===== src/rtl/seg7_scan_driver.sv =====
// Two-digit multiplexed 7-segment driver for the mod60 counter.
// Frame-aligned shadow latch, lead-zero blanking and a dp heartbeat.
module seg7_scan_driver #(
  parameter int SCAN_DIV        = 50000,
  parameter int BLINK_FRAMES    = 100,
  parameter bit ACTIVE_LOW      = 1'b0,
  parameter bit BLANK_LEAD_ZERO = 1'b1
) (
  input  logic       clk,
  input  logic       rs,
  input  logic [3:0] led1,
  input  logic [3:0] led2,
  output logic [6:0] seg,
  output logic [1:0] an,
  output logic       dp
);

  localparam int PW = (SCAN_DIV > 2) ? $clog2(SCAN_DIV) : 1;
  localparam int FW = (BLINK_FRAMES > 1) ? $clog2(BLINK_FRAMES) : 1;

  localparam logic [PW-1:0] PRE_MAX = PW'(SCAN_DIV - 1);
  localparam logic [FW-1:0] FRM_MAX = FW'(BLINK_FRAMES - 1);

  localparam logic [1:0] S_IDLE  = 2'd0;
  localparam logic [1:0] S_UNITS = 2'd1;
  localparam logic [1:0] S_TENS  = 2'd2;

  localparam logic [6:0] SEG_OFF = {7{ACTIVE_LOW}};
  localparam logic [1:0] AN_OFF  = {2{ACTIVE_LOW}};

  logic [PW-1:0] presc_q, presc_d;
  logic [1:0]    state_q, state_d;
  logic [7:0]    shadow_q, shadow_d;
  logic [FW-1:0] frame_q, frame_d;
  logic          blink_q, blink_d;
  logic [6:0]    seg_q, seg_d;
  logic [1:0]    an_q, an_d;
  logic          dp_q, dp_d;

  logic       tick;
  logic       latch;
  logic [6:0] seg_raw;
  logic [1:0] an_raw;
  logic       dp_raw;

  function automatic logic [6:0] decode(input logic [3:0] d);
    logic [6:0] s;
    case (d)
      4'd0:    s = 7'h3F;
      4'd1:    s = 7'h06;
      4'd2:    s = 7'h5B;
      4'd3:    s = 7'h4F;
      4'd4:    s = 7'h66;
      4'd5:    s = 7'h6D;
      4'd6:    s = 7'h7D;
      4'd7:    s = 7'h07;
      4'd8:    s = 7'h7F;
      4'd9:    s = 7'h6F;
      default: s = 7'h40;
    endcase
    return s;
  endfunction

  always_comb begin
    tick     = (presc_q == PRE_MAX);
    presc_d  = tick ? '0 : presc_q + 1'b1;
    state_d  = state_q;
    shadow_d = shadow_q;
    frame_d  = frame_q;
    blink_d  = blink_q;
    latch    = 1'b0;

    if (tick) begin
      case (state_q)
        S_IDLE: begin
          state_d = S_UNITS;
          latch   = 1'b1;
        end
        S_UNITS: state_d = S_TENS;
        S_TENS: begin
          state_d = S_UNITS;
          latch   = 1'b1;
          if (frame_q == FRM_MAX) begin
            frame_d = '0;
            blink_d = ~blink_q;
          end else begin
            frame_d = frame_q + 1'b1;
          end
        end
        default: state_d = S_IDLE;
      endcase
    end

    if (latch) shadow_d = {led2, led1};
  end

  // Outputs are derived from the next state so they change with it.
  always_comb begin
    seg_raw = 7'h00;
    an_raw  = 2'b00;
    dp_raw  = 1'b0;
    case (state_d)
      S_UNITS: begin
        an_raw  = 2'b01;
        seg_raw = decode(shadow_d[3:0]);
        dp_raw  = blink_d;
      end
      S_TENS: begin
        an_raw = 2'b10;
        if (BLANK_LEAD_ZERO && shadow_d[7:4] == 4'd0)
          seg_raw = 7'h00;
        else
          seg_raw = decode(shadow_d[7:4]);
      end
      default: ;
    endcase

    seg_d = seg_q;
    an_d  = an_q;
    dp_d  = dp_q;
    if (tick) begin
      seg_d = seg_raw ^ SEG_OFF;
      an_d  = an_raw ^ AN_OFF;
      dp_d  = dp_raw ^ ACTIVE_LOW;
    end
  end

  always_ff @(posedge clk) begin
    if (rs) begin
      presc_q  <= '0;
      state_q  <= S_IDLE;
      shadow_q <= '0;
      frame_q  <= '0;
      blink_q  <= 1'b0;
      seg_q    <= SEG_OFF;
      an_q     <= AN_OFF;
      dp_q     <= ACTIVE_LOW;
    end else begin
      presc_q  <= presc_d;
      state_q  <= state_d;
      shadow_q <= shadow_d;
      frame_q  <= frame_d;
      blink_q  <= blink_d;
      seg_q    <= seg_d;
      an_q     <= an_d;
      dp_q     <= dp_d;
    end
  end

  assign seg = seg_q;
  assign an  = an_q;
  assign dp  = dp_q;

endmodule

===== config.mk =====
export PLATFORM = sky130hd
export DESIGN_NAME = seg7_scan_driver
export DESIGN_NICKNAME = d
export VERILOG_FILES = /design/src/rtl/seg7_scan_driver.sv
export SDC_FILE = /design/constraint.sdc
export NUM_CORES = 1
export LEC_CHECK = 0
export BUFFER_PORTS_ARGS = -buffer_cell sky130_fd_sc_hd__clkbuf_2
export CORE_UTILIZATION = 30
export DETAILED_ROUTE_END_ITERATION = 7
export SETUP_SLACK_MARGIN = 0.3
export SLEW_MARGIN = 20
export SYNTH_ARGS = -nofsm -noshare
export SYNTH_HDL_FRONTEND = slang
export SYNTH_SLANG_ARGS = --single-unit

===== constraint.sdc =====
create_clock -name clk -period 4.25 [get_ports clk]
set_input_delay 0.2125 -clock clk [delete_from_list [all_inputs] [get_ports clk]]
set_output_delay 0.2125 -clock clk [all_outputs]
set_load 0.05 [all_outputs]

### After elaboration in Yosys (flattened, before gate mapping)

Memory sizes are Yosys's and may differ from the RTL's.
Index checks and enable logic that the tools add are counted.

| word-level totals | value |
|---|---|
| output and inout bits | 10 |
| bits in registers | 44 |
| logic and storage cells | 37 |
| memories kept | 2 |
| input port bits | 10 |
| memory bits (read-only) | 224 |

Memories:

| memory | depth | width | rd ports | clocked after memory_dff | wr ports | RTL line | text |
|---|---|---|---|---|---|---|---|
| (name not given) | 16 | 7 | 1 | 0 | 0 | 48 | `case (d)` |
| (name not given) | 16 | 7 | 1 | 0 | 0 | 48 |  |

| operators by class | value |
|---|---|
| reduce and logical (&&, ||, !) cells | 5 |
| multiplexer cells | 13 |
| bitwise operators | 1 |
| add/sub/neg operators | 2 |
| equal/unequal tests | 6 |

Operators with widths:

| operator | number |
|---|---|
| $add A16 B1 Y16 const B | 1 |
| $eq A16 B16 Y1 const B | 1 |
| $mux W7 | 2 |
| $pmux W7 S2 | 1 |
| $mux W8 | 1 |
| $pmux W2 S2 | 2 |
| $add A7 B1 Y7 const B | 1 |
| $eq A7 B7 Y1 const B | 1 |
| $mux W1 | 6 |
| $eq A2 B1 Y1 const B | 2 |
| $eq A2 B2 Y1 const B | 2 |
| $logic_not A4 Y1 | 1 |
| $reduce_or A2 Y1 | 2 |
| $logic_not A2 Y1 | 1 |
| $mux W2 | 1 |
| $reduce_and A2 Y1 | 1 |
| $not A1 Y1 | 1 |

### Logic depth before layout (Yosys ltp)

| depth | value |
|---|---|
| depth after elaboration | 8 |
| depth in mapped cells | 13 |
| gate-level depth less buffers | 12 |

### Worst setup path after synthesis

Ideal clock, no wire load.

| timing path | value |
|---|---|
| kind | register to register |
| from | register presc_q[11] |
| to | register seg_q[4], in the netlist seg[4] |
| setup time | 0.124 ns |
| arrival | 2.843 ns |
| period minus slack after synthesis | 2.968 ns |
| cell stages (with the launch flop) | 12 |
| required time | 4.126 ns |
| setup slack | 1.282 ns |
| path buffers | 2 |
| cell sequence | dfxtp_1 or4b_4 or4_1 buf_6 buf_4 mux2i_1 inv_1 ha_1 a21oi_1 nor3_1 a211oi_1 o21ai_0 |

| between the ends | value |
|---|---|
| elaborated cells between the ends (all ways) | 11 |
| classes of those cells | 3 x eq/ne; 5 x mux; 1 x reduce/logical; 2 x memory |

RTL lines:

| element | RTL line | text |
|---|---|---|
| start: declaration | 31 | `logic [PW-1:0] presc_q, presc_d;` |
| start signal: assignment | 139 | `presc_q <= presc_d;` |
| $eq A16 B16 Y1 | 65 | `tick = (presc_q == PRE_MAX);` |
| $mux W1 | 73 | `if (tick) begin` |
| $mux W8 | 94 | `if (latch) shadow_d = {led2, led1};` |
| net shadow_d[1] | 33 | `logic [7:0] shadow_q, shadow_d;` |
| $mem_v2 Z16 W7 | - |  |
| $pmux W7 S2 | 102 | `case (state_d)` |
| end signal: assignment | 144 | `seg_q <= seg_d;` |
| end: declaration | 36 | `logic [6:0] seg_q, seg_d;` |

The timed path passes the listed nets, and every way through them passes these cells.
A chain may end at the register's enable or synchronous reset.

### Final worst setup path

| timing path | value |
|---|---|
| from | register presc_q[7] |
| to | register seg_q[3], in the netlist seg[3] |

| between the ends | value |
|---|---|
| elaborated cells between the ends (all ways) | 11 |
| classes of those cells | 3 x eq/ne; 5 x mux; 1 x reduce/logical; 2 x memory |

RTL lines:

| element | RTL line | text |
|---|---|---|
| $eq A16 B16 Y1 * | 65 |  |
| $mux W2 * | 73 |  |
| net state_d[1] | 32 | `logic [1:0] state_q, state_d;` |
| $eq A2 B2 Y1 or $eq A2 B1 Y1 (tied branches) | 102 |  |
| $pmux W7 S2 * | 102 |  |

Mark *: on every way through the listed nets, which the timed path passes. The rest lies on a longest branch.

==> flow_summary.ini <==
[status]
status = finished, final reports clean

[global_route]
overflow = 0
grt_pass1_wl_microns = 8238
antenna_found_initial = 0
grt_pass1_vias = 1695
track_usage_pct = 12.54
grt_max_degree = 23

[critical_path]
crit_required_ps = 4500
slowest_delay_ps = 690
start_kind = flop
cp_max_fo = 10
critPathBufInv = 1
rrSetupSlack_ps = 800
cp-end-kind = flop
slowest_stage = or4_1
critical_path_class = flop to flop
worstReg2RegEnd = seg[3]$_SDFFE_PP0N_
path_delay_family = simple AND/OR/NAND/NOR gates
reg2regPathDepth = 9
r2r_start = presc_q[7]$_SDFF_PP0_
critPathArrivalTime_ps = 3700
critPathMostFrequentCell = o21ai_0
cp_cell_sequence = or4b_1 -> or4_1 -> a21oi_1 -> inv_1 -> ha_1 -> nor4b_2 -> o21ai_0 -> o21ai_0 -> a21o_1

[clocking]
htreeDepth = 2
clock_sinks = 44
clkLatencyLatePin_ps = 300
holdBufCountCts = 0
clk_pin_slew_worst_paths_ps = 90
post_cts_buffers = 0
post_cts_resize_count = 0
cts_max_path_buffers = 2
cts_tree = yes
numCtsBuffers = 5
cts-root-buf = clkbuf_8

[routing]
drt-total-wl_microns = 4852
drtPass1Iterations = 4
ant_nets = 0
drc = 0
first_iter_violations = 136
vias = 1885
viasPerCell = 4.809
wl_per_cell_microns = 12.38

[final_layout]
instances_no_fill = 392
finalInstanceArea_sq_um = 2636
final_common_cell = nor2_1
finalNetCount = 315
antenna_cells = 0
nFillCells = 800
seqCellArea_sq_um = 880.8
mostFrequentLayoutCells = 51 x nor2_1, 44 x dfxtp_1, 19 x clkbuf_2
postLayoutCoreUtil_pct = 35.77
multiInputGateArea_sq_um = 1361
drive_gt1_share_pct = 13.65
area_delta_synth_final_pct = 13.40

[timing]
rsz0062_at_grt = false
setup-tns-final_ps = 0
slew_headroom_pct = 45.94
fmax_mhz = 289.8
fin_crit_ps = 3450
worst_slack_ps = 799.6
finalMaxSlewViolations = 0
worst_pin_slew_ps = 804.3
whs_ps = 297.5
hold_viol = 0
fin_crit_sh_pct = 81.19
finClkSkew_ps = 6.847
finalSetupViolCount = 0

[synthesis]
synthDistinctLibCells = 47
async_reset_ff_share_pct = 0
avgSynthCellArea_sq_um = 8.547
ys_seq_area_share_pct = 37.89
synth-edff-count = 0
syn_inst = 272
ys_ff_latch = 44
synthesis.area_sq_um = 2325
synth-main-ff-cell = dfxtp_1
yosysWarnings = 0
syn_nets = 295

[power_and_ir_drop]
seqPwrFrac_pct = 53.9
switchingPower_mw = 0.1735
p_clk_share_pct = 43.1
sw_frac_of_total_pct = 22.45
power.total_mw = 0.7727
p_leak_nw = 1.145
power_density_nw_per_um2 = 293.1
pwr-share-comb_pct = 3.0
vdd_drop_max_mv = 0.1253
p_int_mw = 0.5992

[placement]
place_area_sq_um = 2521
place_ws_ps = 903.4
gp_congestion = 0.7614
portBuffers = 19
dpl.cell_count = 384
post-dp-hpwl_microns = 3620

[hold_path]
hp-class = primary input to flop
min-delay-start = led2[0]
holdPathEnd = shadow_q[4]$_SDFF_PP0_
min_path_cells = 3

[die]
fp-row-count = 31
die_area_sq_um = 8105
start_util_pct = 31.54
coreArea_sq_um = 7370
fp.dieW_microns = 90.03
pin_count = 20
die_y_microns = 90.03

[job]
drv_cap = 0
## logic make-up after synthesis
family | count (synthesis) | share of synthesized area, %
buffers and inverters | 20 | 3.821
muxes | 15 | 6.943
xor gates and xnor gates | 20 | 7.535
and+or+nand+nor | 120 | 25.51
adders and majority gates | 13 | 6.997
AOI/OAI and AO/OA | 40 | 11.30
DFF | 44 | 37.89
## how the worst max path moves through the flow
stage | start | to | slack (ps) | depth (start not counted)
floorplan | presc_q[11]$_SDFF_PP0_ | seg[4]$_SDFFE_PP0N_ | 1280 | 11
global placement | presc_q[7]$_SDFF_PP0_ | seg[3]$_SDFFE_PP0N_ | 990 | 9
detailed placement | presc_q[7]$_SDFF_PP0_ | seg[3]$_SDFFE_PP0N_ | 900 | 9
CTS | presc_q[7]$_SDFF_PP0_ | seg[3]$_SDFFE_PP0N_ | 840 | 9
global route | presc_q[7]$_SDFF_PP0_ | seg[3]$_SDFFE_PP0N_ | 550 | 9
finish | presc_q[7]$_SDFF_PP0_ | seg[3]$_SDFFE_PP0N_ | 800 | 9
## cells in the mapped netlist (all sizes together) (3+ instances only)
| cell | instances | area share (%) |
|---|---|---|
| o21ai | 11 | 2.4 |
| nor2 | 51 | 8.2 |
| nor3 | 10 | 2.2 |
| xnor2 | 9 | 3.4 |
| nand3 | 11 | 2.4 |
| nor4 | 4 | 1.1 |
| ha | 13 | 7.0 |
| dfxtp | 44 | 38 |
| mux2i | 12 | 5.2 |
| inv | 12 | 1.9 |
| clkbuf | 4 | 0.65 |
| mux2 | 3 | 1.8 |
| xor2 | 11 | 4.1 |
| nand4 | 3 | 0.81 |
| o21a | 3 | 0.97 |
| nand2 | 15 | 2.4 |
| and3 | 6 | 1.6 |
| buf | 4 | 1.2 |
| or4 | 3 | 0.97 |
| a21oi | 12 | 2.6 |
## worst min-delay path, cell delays in order
cell and delay [ps]:
clkbuf_2 90, mux2i_1 140, nor2_1 120
## sequential cells by signal (all words and copies together), names as in the netlist
signal	flops
blink_q	1
presc_q	16
shadow_q	8
dp	1
seg	7
frame_q	7
state_q	2
an	2
## routing by layer
| layer | track usage [%] | routed length (microns) |
|---|---|---|
| met5 | 0 | 0 |
| met4 | 3.898 | 42 |
| met3 | 3.046 | 140 |
| met2 | 19.08 | 2144 |
| met1 | 17.36 | 2524 |
## power by group through the flow
stage | Clock, mW | Combinational [mW] | Sequential [mW]
finish | 0.333 | 0.0232 | 0.417
global route | 0.359 | 0.0261 | 0.417
CTS | 0.343 | 0.0232 | 0.417
detailed placement | 0 | 0.0235 | 0.426
global placement | 0 | 0.0231 | 0.427
floorplan | 0 | 0.0125 | 0.426
## cell type report
type / count / share of cell area [%]
well taps: 99 / 4.699
multi-input cells: 208 / 51.64
inverters: 12 / 1.709
repair buffers: 21 / 4.177
clock inverters: 3 / 1.756
clock buffers: 5 / 2.610
flip-flops and latches: 44 / 33.41
Note: power is estimated with default switching activity, not from simulation.
